<file path="config.mk">
export PLATFORM = sky130hd
export DESIGN_NAME = store_run_tracker
export DESIGN_NICKNAME = d
export VERILOG_FILES = /design/src/rtl/store_run_tracker.sv
export SDC_FILE = /design/constraint.sdc
export NUM_CORES = 1
export LEC_CHECK = 0
export ABC_AREA = 1
export BUFFER_PORTS_ARGS = -buffer_cell sky130_fd_sc_hd__buf_2
export CAP_MARGIN = 20
export CORE_UTILIZATION = 60
export DETAILED_ROUTE_END_ITERATION = 8
export PLACE_DENSITY_LB_ADDON = 0.08
export SLEW_MARGIN = 20
export SYNTH_ARGS = -nofsm -noshare
export SYNTH_HDL_FRONTEND = slang
export SYNTH_SLANG_ARGS = --single-unit
</file>
<file path="constraint.sdc">
create_clock -name clk_i -period 4.45 [get_ports clk_i]
set_input_delay 0.6675 -clock clk_i [delete_from_list [all_inputs] [get_ports clk_i]]
set_output_delay 0.6675 -clock clk_i [all_outputs]
set_load 0.05 [all_outputs]
</file>
<file path="src/rtl/store_run_tracker.sv">
// Tracks runs of contiguous non-frame stores, commits long runs to a range buffer,
// and flags a crash when a JALR follows a load from a tracked or committed range.
module store_run_tracker #(
    parameter int unsigned MIN_RUN_BYTES = 32,
    parameter int unsigned TIMEOUT       = 10
) (
    input  logic        clk_i,
    input  logic        rst_ni,
    input  logic        clear_i,
    input  logic        valid_i,
    input  logic [1:0]  kind_i,
    input  logic [2:0]  size_i,
    input  logic        frame_i,
    input  logic [31:0] addr_i,
    input  logic        hit_i,
    input  logic        en_crash_i,
    output logic        wr_valid_o,
    input  logic        wr_ready_i,
    output logic [31:0] wr_start_o,
    output logic [31:0] wr_last_o,
    output logic        active_o,
    output logic        drop_o,
    output logic        crash_o
);

    typedef enum logic {IDLE, TRACK} state_t;

    state_t      state_reg;
    logic [31:0] start_reg;
    logic [31:0] last_reg;
    logic [2:0]  last_size_reg;
    logic [15:0] count_reg;
    logic [3:0]  timer_reg;
    logic        armed_reg;

    logic        is_store;
    logic        tracked;
    logic        non_store;
    logic        adjacent;
    logic [16:0] count_sum;
    logic [15:0] count_sat;
    logic        close_run;
    logic        commit;
    logic        transfer;
    logic        can_load;
    logic        in_range;

    assign is_store  = valid_i && (kind_i == 2'd1);
    assign tracked   = is_store && !frame_i &&
                       ((size_i == 3'd1) || (size_i == 3'd2) || (size_i == 3'd4));
    assign non_store = valid_i && (kind_i != 2'd1);
    assign adjacent  = (addr_i == (last_reg + {29'd0, last_size_reg}));
    assign count_sum = {1'b0, count_reg} + {14'd0, size_i};
    assign count_sat = count_sum[16] ? 16'hFFFF : count_sum[15:0];

    // A run closes on a non-adjacent tracked store or when its timer has run out.
    assign close_run = (state_reg == TRACK) &&
                       ((tracked && !adjacent) || (non_store && (timer_reg == 4'd0)));
    assign commit    = close_run && (count_reg >= 16'(MIN_RUN_BYTES));
    assign transfer  = wr_valid_o && wr_ready_i;
    assign can_load  = !wr_valid_o || wr_ready_i;
    assign in_range  = (state_reg == TRACK) && (start_reg <= addr_i) && (addr_i <= last_reg);
    assign active_o  = (state_reg == TRACK);

    always_ff @(posedge clk_i or negedge rst_ni) begin
        if (!rst_ni) begin
            state_reg     <= IDLE;
            start_reg     <= '0;
            last_reg      <= '0;
            last_size_reg <= '0;
            count_reg     <= '0;
            timer_reg     <= '0;
            armed_reg     <= 1'b0;
            wr_valid_o    <= 1'b0;
            wr_start_o    <= '0;
            wr_last_o     <= '0;
            drop_o        <= 1'b0;
            crash_o       <= 1'b0;
        end else if (clear_i) begin
            state_reg     <= IDLE;
            start_reg     <= '0;
            last_reg      <= '0;
            last_size_reg <= '0;
            count_reg     <= '0;
            timer_reg     <= '0;
            armed_reg     <= 1'b0;
            wr_valid_o    <= 1'b0;
            wr_start_o    <= '0;
            wr_last_o     <= '0;
            drop_o        <= 1'b0;
            crash_o       <= 1'b0;
        end else begin
            crash_o <= 1'b0;

            if (transfer) begin
                wr_valid_o <= 1'b0;
            end
            // The holding register keeps its entry; a run committed behind it is lost.
            if (commit) begin
                if (can_load) begin
                    wr_valid_o <= 1'b1;
                    wr_start_o <= start_reg;
                    wr_last_o  <= last_reg;
                end else begin
                    drop_o <= 1'b1;
                end
            end

            if (tracked) begin
                if ((state_reg == TRACK) && adjacent) begin
                    last_reg      <= addr_i;
                    last_size_reg <= size_i;
                    count_reg     <= count_sat;
                    timer_reg     <= 4'(TIMEOUT);
                end else begin
                    state_reg     <= TRACK;
                    start_reg     <= addr_i;
                    last_reg      <= addr_i;
                    last_size_reg <= size_i;
                    count_reg     <= {13'd0, size_i};
                    timer_reg     <= 4'(TIMEOUT);
                end
            end else if (non_store && (state_reg == TRACK)) begin
                if (timer_reg != 4'd0) begin
                    timer_reg <= timer_reg - 4'd1;
                end else begin
                    state_reg <= IDLE;
                end
            end

            if (valid_i && (kind_i == 2'd2)) begin
                armed_reg <= hit_i || in_range;
            end
            if (valid_i && (kind_i == 2'd3)) begin
                crash_o   <= armed_reg && en_crash_i;
                armed_reg <= 1'b0;
            end
        end
    end

endmodule

</file>
Word-level counts from Yosys, hierarchy flattened --
Index checks and enable logic that the tools add are counted.
Storage, ports and cells: memories 0, bits in latches 0, output and inout port bits 68, bits in registers 156, RAM bits 0, ROM bits 0, input port bits 45, word-level logic and storage cells 105
Cells by class: shifts and indexed selects 0, bitwise operators 0, $mul 0, equal/unequal tests 12, muxes and demuxes 38, divide/modulo/power cells 0, order comparisons 3, reductions and logical operators 37, add/sub/neg operators 3
Operator list (number):
- $mux 32 | 11
- $le 32x32->1 | 2
- $mux 16 | 4
- $add 32x3->32 | 1
- $eq 32x32->1 | 1
- $add 16x3->17 | 1
- $mux 1 | 17
- $ge 16x6->1 const B | 1
- $logic_and 1x1->1 | 16
- $mux 4 | 4
- $reduce_bool 3->1 | 3
- $reduce_and 2->1 | 4
- $mux 3 | 2
- $ne 3x3->1 const B | 2
- $reduce_bool 2->1 | 3
- $logic_or 1x1->1 | 5
- $eq 2x2->1 const B | 2
- $logic_not 4->1 | 1
- $ne 2x2->1 const B | 2
- $reduce_bool 4->1 | 1
- $sub 4x1->4 const B | 1
- $eq 3x1->1 const B | 1
- $eq 3x2->1 const B | 1
- $eq 3x3->1 const B | 1
- other kinds (4) | 6

Depth between registers and ports, before layout --
Gate-level depths: netlist of run 1.
depth after elaboration 10, gate-level depth with buffers 21, gate-level depth less buffers 20

Worst setup path before layout of run 1 --
OpenSTA, ideal clock, no wires.
path type input-to-reg, start input port size_i[0], end register count_reg[0], path slack 1.652 ns, path buffers 0, stages 11, library setup time 0.083 ns, data required time 4.367 ns, arrival 2.715 ns, cell sequence ha_1 -> inv_1 -> fa_1 -> nor2_1 -> o21ai_0 -> nor3_1 -> nand3_1 -> nor4_1 -> or2_2 -> o21ai_0 -> o21ai_0
On the way: word-level cells in the longest chain between the ends 5, elaborated cells between the ends (all ways) 12, those cells by class add/sub: 1; eq/ne: 3; mux: 4; reduce/logical: 4
RTL lines:
- start: declaration | line 12 | input logic [2:0] size_i,
- $add 16x3->17, or another cell as far along | line 53 | assign count_sum = {1'b0, count_reg} + {14'd0, size_i};
- $mux 16 / $logic_or 1x1->1 (equally long branches) | line 54, 50
- $mux 16 / $logic_or 1x1->1 (equally long branches) | line 110, 50
- $mux 16 / $logic_and 1x1->1 (equally long branches) | line 109, 49
- $mux 16 / $reduce_bool 2->1 (equally long branches)
- end signal: assignment | line 113 | count_reg <= count_sat;
- end signal: assignment | line 120 | count_reg <= {13'd0, size_i};
- end: declaration | line 32 | logic [15:0] count_reg;
Parallel ways exist; a longest one is shown, timed or not. The select of a mux whose other input is x is not followed. A chain may end at the register's enable or synchronous reset.

Worst setup path in the final report of run 1 --
start register last_reg[0], end register wr_start_o[13]
On the way: word-level cells in the longest chain between the ends 9
RTL lines:
- start: declaration | line 30 | logic [31:0] last_reg;
- start signal: assignment | line 111 | last_reg <= addr_i;
- start signal: assignment | line 118 | last_reg <= addr_i;
- $add 32x3->32 | line 52 | assign adjacent = (addr_i == (last_reg + {29'd0, last_size_reg}));
- $eq 32x32->1 | line 52
- $logic_not 1->1 | line 58 | ((tracked && !adjacent) || (non_store && (timer_reg == 4'd0)));
- $logic_and 1x1->1 | line 58
- $logic_or 1x1->1 | line 58
- $logic_and 1x1->1 | line 57 | assign close_run = (state_reg == TRACK) &&
- $logic_and 1x1->1 | line 59 | assign commit = close_run && (count_reg >= 16'(MIN_RUN_BYTES));
- $reduce_bool 2->1 (no line)
- $reduce_and 2->1 (no line)
- end signal: assignment | line 102 | wr_start_o <= start_reg;
- end: declaration | line 19 | output logic [31:0] wr_start_o,
No other way between the ends.

==> metrics, run 1 <==
clk root buf clkbuf_16; net switching power slightly above 800 uW; area of the multi-input gates 5330 um2; clock network latency to the later pin of the worst-skew pair between 0.4 and 0.5 ns; total negative slack 0 ns; GR Overflow Total 0; largest cells by area after synthesis dfrtp_1, nand2_1, ha_1; max_slew headroom 0.332; largest family of logic cells by synthesized area simple AND/OR/NAND/NOR gates; Syn Nets 1461; Flop pwr share 0.441; die height 132 um; htree depth 4; Synth Area in XOR/XNOR 0.0241; sequential share of the synthesized area 0.384; Tmin final 3.41 ns; WL/cell around 17 um; internal power 2.44 mW; Cells after Synth 1342; I/O pins 113; critical path startpoint category register; P_leak 5.98 nW; final hold viol count 0; Crit Path Class register to register; Comb pwr share 0.088; Hold Path Class primary input to asynchronous set/reset pin; largest net degree at the start of global routing 104; RSZ-0062 raised after global routing no; complex-gate fraction of the synthesized area 0.107; syn avg cell area 7.58 um2; TritonRoute pass-1 iters 5; most used cell, CP nand2_1; Total GRT Usage 0.338; DP Worst Slack 1.12 ns; fin crit share 0.766; Slew @ Worst Pin 1.00 ns; share of cells above drive strength 1 0.160; via/cell ratio 5.70; Primary FF master, synth dfrtp_1; die area between 15000 and 20000 um2; Slew Viols, Final 0; maximum vdd drop approximately 0.25 mV; Setup violations, final 0; CP max stage delay 0.49 ns; top-area cell type share of the netlist area 0.384; dpl hpwl slightly above 20000 um; outcome completed; Final WS setup 1.04 ns; largest buffer count on any clock path 2; Layout Skew 0.00960 ns; Max stage delay cell, worst path nand2_1; register bit total from synthesis between 150 and 200; # rows 47; CTS tree yes; Post-route DRC 0; CP bufs+invs 2; Crit path max-delay family simple AND/OR/NAND/NOR gates; vias in the first global route 8929; Post-CTS Setup Bufs 0; Port-buffer cells 112; core region area around 17000 um2; EDFF count, synth 0; Worst Path Arrival 3.72 ns; mux contribution to synthesized area 0; FILL cells 1441; routed vias 9526; area grow syn2layout 12.6%; WL final 28500 um; Post-Synth Simple-Gate Area 0.300; first-pass GRT wire length roughly 46000 um; adder-cell area share of the yosys netlist 0.0926; synth warn 0; Antenna diodes 0; clock share of power 0.472; antenna-violating nets left 0; Final GP Congestion approximately 0.94; Post-synth ARST share 1.00; Num CTS Buffers 17; Seq. cell area 3900 um2; initial core utilization 0.613; DR iter-0 viols between 700 and 800; max_cap viols 0; die width about 130 um; post-synthesis cell type count 43; clock slew at reported path FFs 0.07 ns; f_max 293 MHz; cell taking the most area after synthesis dfrtp_1; critical path required time approximately 4.8 ns; synthesized cell area 10200 um2; crit path max fanout 20; CP endpoint kind register; cell area power density 285 nW/um2; cells along the critical path ha_1 > fa_1 > nand3_1 > nand2_2 > nand2_1 > inv_1 > nand2_1 > nand2_1 > inv_1 > nand2_1 > nor2_1 > nand2_1 > nor2_1 > nand3_1 > o21bai_1 > nand2_1 > nand3_2 > nand2_1 > nand2_1 > nand2_1; initial antenna violation count 0; nets@finish 1561; post_cts resized 0; clock sinks around 160; hold_buf cts 0; Switching Share 0.251
==> stage by stage <==
step,std cells,total power [mW],cell area [um2],hold WS (ns),util
5_1_grt,1672,3.36,11400,0.436,0.690
2_1_floorplan,1342,1.62,10200,0.372,-
3_3_place_gp,1643,1.74,10800,0.468,0.654
4_1_cts,1672,3.27,11400,0.393,0.690
6_report,1672,3.26,11400,0.333,0.690
3_5_place_dp,1643,1.74,10800,0.480,0.654
==> worst reg2reg max path, stage by stage, from the launching register on <==
cell      delay (ns)
dfrtp_1         0.40
ha_1            0.26
fa_1            0.42
nand3_1         0.12
nand2_2         0.11
nand2_1         0.14
inv_1           0.11
nand2_1         0.07
nand2_1         0.04
inv_1           0.04
nand2_1         0.04
nor2_1          0.08
nand2_1         0.06
nor2_1          0.10
nand3_1         0.11
o21bai_1        0.18
nand2_1         0.10
nand3_2         0.09
nand2_1         0.49
nand2_1         0.26
nand2_1         0.07
==> cells by family after synthesis <==
family	count (synthesis)
compound gates	174
xor+xnor	28
fa+ha+maj	74
buf+inv	220
flops	156
simple gates	690
==> worst paths after layout <==
| path | end | from | depth (start not counted) | slack (ns) |
|---|---|---|---|---|
| worst max-delay path | wr_start_o[13]$_DFFE_PN0P_ | last_reg[0]$_DFFE_PN0N_ | 20 | 1.04 |
| worst min-delay path | wr_last_o[9]$_DFFE_PN0P_ | rst_ni | 1 | 0.33 |
| worst max register to register | wr_start_o[13]$_DFFE_PN0P_ | last_reg[0]$_DFFE_PN0N_ | 20 | 1.04 |
| worst min register to register | wr_last_o[14]$_DFFE_PN0P_ | wr_last_o[14]$_DFFE_PN0P_ | 2 | 0.50 |
| max in group asynchronous | last_reg[28]$_DFFE_PN0N_ | rst_ni | 2 | 3.25 |
| min in group clk_i | crash_o$_DFF_PN0_ | en_crash_i | 3 | 0.48 |
==> layout by cell type, fill, tap and decap left out, types with 2 or more instances in the layout <==
| master | synthesis | routed |
|---|---|---|
| o21bai_1 | 3 | 3 |
| o211ai_1 | 2 | 2 |
| nor2_1 | 137 | 135 |
| clkinv_2 | 0 | 2 |
| xnor2_1 | 8 | 8 |
| nor2_2 | 11 | 13 |
| bufinv_16 | 0 | 4 |
| nand4_1 | 23 | 23 |
| a211oi_1 | 3 | 3 |
| a21oi_1 | 39 | 39 |
| o22ai_1 | 39 | 39 |
| o21ai_2 | 30 | 30 |
| nor2_4 | 5 | 5 |
| ha_1 | 72 | 72 |
| fa_1 | 2 | 2 |
| nand3_1 | 128 | 128 |
| xor2_1 | 20 | 20 |
| nand2_1 | 347 | 347 |
| o21ai_0 | 47 | 47 |
| dfrtp_1 | 156 | 156 |
| nand3b_1 | 2 | 2 |
| clkbuf_16 | 0 | 17 |
| buf_4 | 2 | 12 |
| inv_1 | 172 | 172 |
| inv_2 | 3 | 3 |
| buf_2 | 11 | 111 |
| clkinv_4 | 0 | 2 |
| a31oi_1 | 4 | 4 |
| nand2_2 | 4 | 4 |
| nor3_1 | 4 | 4 |
| nand3_2 | 21 | 21 |
| clkinvlp_4 | 0 | 2 |
| nor4_1 | 6 | 6 |
==> power groups by stage <==
stage | clock network (mW) | registers (mW) | logic (mW)
6_report | 1.54 | 1.44 | 0.287
5_1_grt | 1.60 | 1.44 | 0.320
4_1_cts | 1.55 | 1.44 | 0.285
3_5_place_dp | 0 | 1.46 | 0.281
3_3_place_gp | 0 | 1.46 | 0.276
2_1_floorplan | 0 | 1.47 | 0.158
==> synthesized netlist by cell type, types with 2 or more instances <==
cell type / count
nand2_1: 347
inv_1: 172
dfrtp_1: 156
nor2_1: 137
nand3_1: 128
ha_1: 72
o21ai_0: 47
a21oi_1: 39
o22ai_1: 39
o21ai_2: 30
nand4_1: 23
clkbuf_1: 21
nand3_2: 21
xor2_1: 20
buf_2: 11
nor2_2: 11
xnor2_1: 8
buf_6: 6
nor4_1: 6
nor2_4: 5
a31oi_1: 4
nand2_2: 4
nor3_1: 4
a211oi_1: 3
inv_2: 3
o21bai_1: 3
buf_12: 2
buf_4: 2
fa_1: 2
nand3b_1: 2
o211ai_1: 2
==> per-layer routing <==
| layer | part of all wire | vias to the layer above | global-route usage |
|---|---|---|---|
| met5 | 0 | - | 0 |
| met4 | 0.018 | 0 | 0.106 |
| met3 | 0.068 | 42 | 0.0477 |
| met2 | 0.46 | 362 | 0.533 |
| met1 | 0.46 | 4536 | 0.483 |
| li1 | - | 4586 | - |
==> final cells by class <==
| class | instances | area share |
|---|---|---|
| multi-input cells | 966 | 0.466 |
| flip-flops and latches | 156 | 0.341 |
| repair buffers | 125 | 0.0591 |
| inverters | 176 | 0.0577 |
| clock buffers | 18 | 0.0375 |
| well taps | 220 | 0.0240 |
| clock inverters | 11 | 0.0150 |
Note: power is estimated with default switching activity, not from simulation.
==> inputs of run 2 (changes only) <==
Clock period 4.45 ns to 3.47 ns, I/O delays scaled along.
==> metrics, run 2 (synthesis results as in run 1) <==
cell area power density 351 nW/um2 (+23%); max_cap viols 0 (unchanged); max_slew headroom 0.464 (+0.132); TritonRoute pass-1 iters 5 (unchanged); WL/cell 17.5 um (+2.7%); Setup violations, final 0 (unchanged); first-pass GRT wire length 46800 um (+1.1%); vias in the first global route 9123 (+2.2%); largest net degree at the start of global routing 79 (-24%); Num CTS Buffers 17 (unchanged); clk root buf clkbuf_16; net switching power 1.08 mW (+32%); routed vias 9640 (+1.2%); outcome completed; fin crit share 0.921 (+0.155); worst reg2reg path depth 19 (-5.0%); Total GRT Usage 0.345 (+0.00642); maximum vdd drop 0.334 mV (+31%); CP endpoint kind register; htree depth 4 (unchanged); Hold Path Class primary input to asynchronous set/reset pin; worst r2r src last_reg[0]$_DFFE_PN0N_; WL final 29400 um (+3.3%); core region area 16600 um2 (unchanged); die height 132 um (unchanged); dpl hpwl 20700 um (+2.0%); die width 132 um (unchanged); Worst Path Arrival 3.56 ns (-0.16 ns); reg-to-reg slack, setup 0.27 ns (-0.77 ns); commonest non-fill, non-tap cell in the layout nand2_1; P_leak 5.99 nW (about the same); clock network latency to the later pin of the worst-skew pair 0.43 ns (about the same); Slew Viols, Final 0 (unchanged); clock slew at reported path FFs 0.06 ns (about the same); internal power 2.96 mW (+21%); final core utilization 0.693 (+0.00309); Comb pwr share 0.093 (+0.005); Non-Filler Instances 1681 (+0.54%); final instance area 11500 um2 (+0.45%); CTS tree yes; GR Overflow Total 0 (unchanged); initial core utilization 0.613 (unchanged); Tmin final 3.20 ns (-0.213 ns); f_max 313 MHz (+6.7%); DR iter-0 viols 945 (+19%); share of cells above drive strength 1 0.166 (+0.00654); area grow syn2layout 13.1%; clock sinks 156 (unchanged); clock share of power 0.450 (-0.022); commonest non-fill, non-tap cells in the layout nand2_1, inv_1, dfrtp_1, nor2_1, nand3_1; nets@finish 1567 (+0.38%); die area 17500 um2 (unchanged); crit path max fanout 21 (+5.0%); final hold viol count 0 (unchanged); via/cell ratio 5.73 (+0.65%); Crit Path Class register to register; largest buffer count on any clock path 2 (unchanged); Post-route DRC 0 (unchanged); Final GP Congestion 0.963 (+2.5%); critical path startpoint category register; Flop pwr share 0.457 (+0.016); Port-buffer cells 112 (unchanged); worst reg2reg endpoint wr_last_o[2]$_DFFE_PN0P_; Antenna diodes 0 (unchanged); # rows 47 (unchanged); I/O pins 113 (unchanged); Layout Skew 0.00601 ns (-0.00359 ns); initial antenna violation count 0 (unchanged); antenna-violating nets left 0 (unchanged); Switching Share 0.267 (+0.0161); placed cell areas 10900 um2 (+0.44%); dpl cells 1646 (+0.18%); critical path required time 3.84 ns (-0.92 ns); Slew @ Worst Pin 0.804 ns (-0.198 ns)
-- run 2: power by group through the flow --
stage               Sequential (mW)  Combinational [mW]  Clock [mW]
detailed placement             1.88               0.366           0
floorplan                      1.88               0.203           0
global placement               1.88               0.359           0
CTS                            1.84               0.372        1.83
finish                         1.84               0.377        1.81
global route                   1.84               0.420        1.90
-- run 2: worst max-delay path, cell delays in order (launching register included) --
cell and delay (ns):
dfrtp_1 0.40, ha_1 0.27, fa_1 0.42, nand3_1 0.12
nand2_2 0.11, nand2_2 0.14, inv_1 0.11, nand2_1 0.08
nand2_1 0.05, nand2_1 0.05, nor2_1 0.04, nand2_1 0.05
nor2_1 0.04, nand3_1 0.12, o21bai_1 0.09, nand2_1 0.11
nand2_2 0.16, nor2_4 0.56, nand2_1 0.13, nand2_1 0.10
-- run 2: worst max path at each step --
stage / start / endpoint / slack (ns) / cells past startpoint
after CTS: last_reg[0]$_DFFE_PN0N_ / wr_last_o[6]$_DFFE_PN0P_ / 0.004 / 19
after floorplan: last_reg[0]$_DFFE_PN0N_ / wr_last_o[0]$_DFFE_PN0P_ / 0.82 / 21
after global routing: last_reg[0]$_DFFE_PN0N_ / wr_last_o[2]$_DFFE_PN0P_ / -0.01 / 18
after detailed placement: last_reg[0]$_DFFE_PN0N_ / wr_last_o[6]$_DFFE_PN0P_ / 0.004 / 19
final: last_reg[0]$_DFFE_PN0N_ / wr_last_o[2]$_DFFE_PN0P_ / 0.27 / 19
after global placement: last_reg[0]$_DFFE_PN0N_ / wr_last_o[6]$_DFFE_PN0P_ / 0.15 / 19
-- run 2: routing by layer --
| metal | GRT usage | vias to the layer above | part of all wire |
|---|---|---|---|
| li1 | - | 4607 | - |
| met1 | 0.492 | 4519 | 0.44 |
| met2 | 0.526 | 461 | 0.45 |
| met3 | 0.0669 | 53 | 0.089 |
| met4 | 0.114 | 0 | 0.025 |
| met5 | 0 | - | 0 |
-- run 2: repair_timing --
action,4_1_cts,5_1_grt
hold buffers,0,0
pin swaps,0,3
endpoints found under the setup margin,11,51
gates cloned,0,2
resized for setup,1,6
buffers inserted,0,1
-- run 2: final cells by class --
cell class	instances	area, um2
Clock buffer	20	447
Clock inverter	12	115
Fill cell	1440	5080
Inverter	176	661
Multi-Input combinational cell	968	5360
Sequential cell	156	3900
Tap cell	220	275
Timing Repair Buffer	129	739
-- run 2: per-stage QoR --
| stage | setup slack [ns] | hold WS, ns | TNS [ns] | total power [mW] |
|---|---|---|---|---|
| after floorplan | 0.818 | 0.225 | 0 | 2.08 |
| after global placement | 0.153 | 0.474 | 0 | 2.23 |
| after detailed placement | 0.00402 | 0.483 | 0 | 2.24 |
| after CTS | 0.00437 | 0.167 | 0 | 4.04 |
| after global routing | -0.0101 | 0.204 | -0.0157 | 4.17 |
| final | 0.274 | 0.141 | 0 | 4.03 |
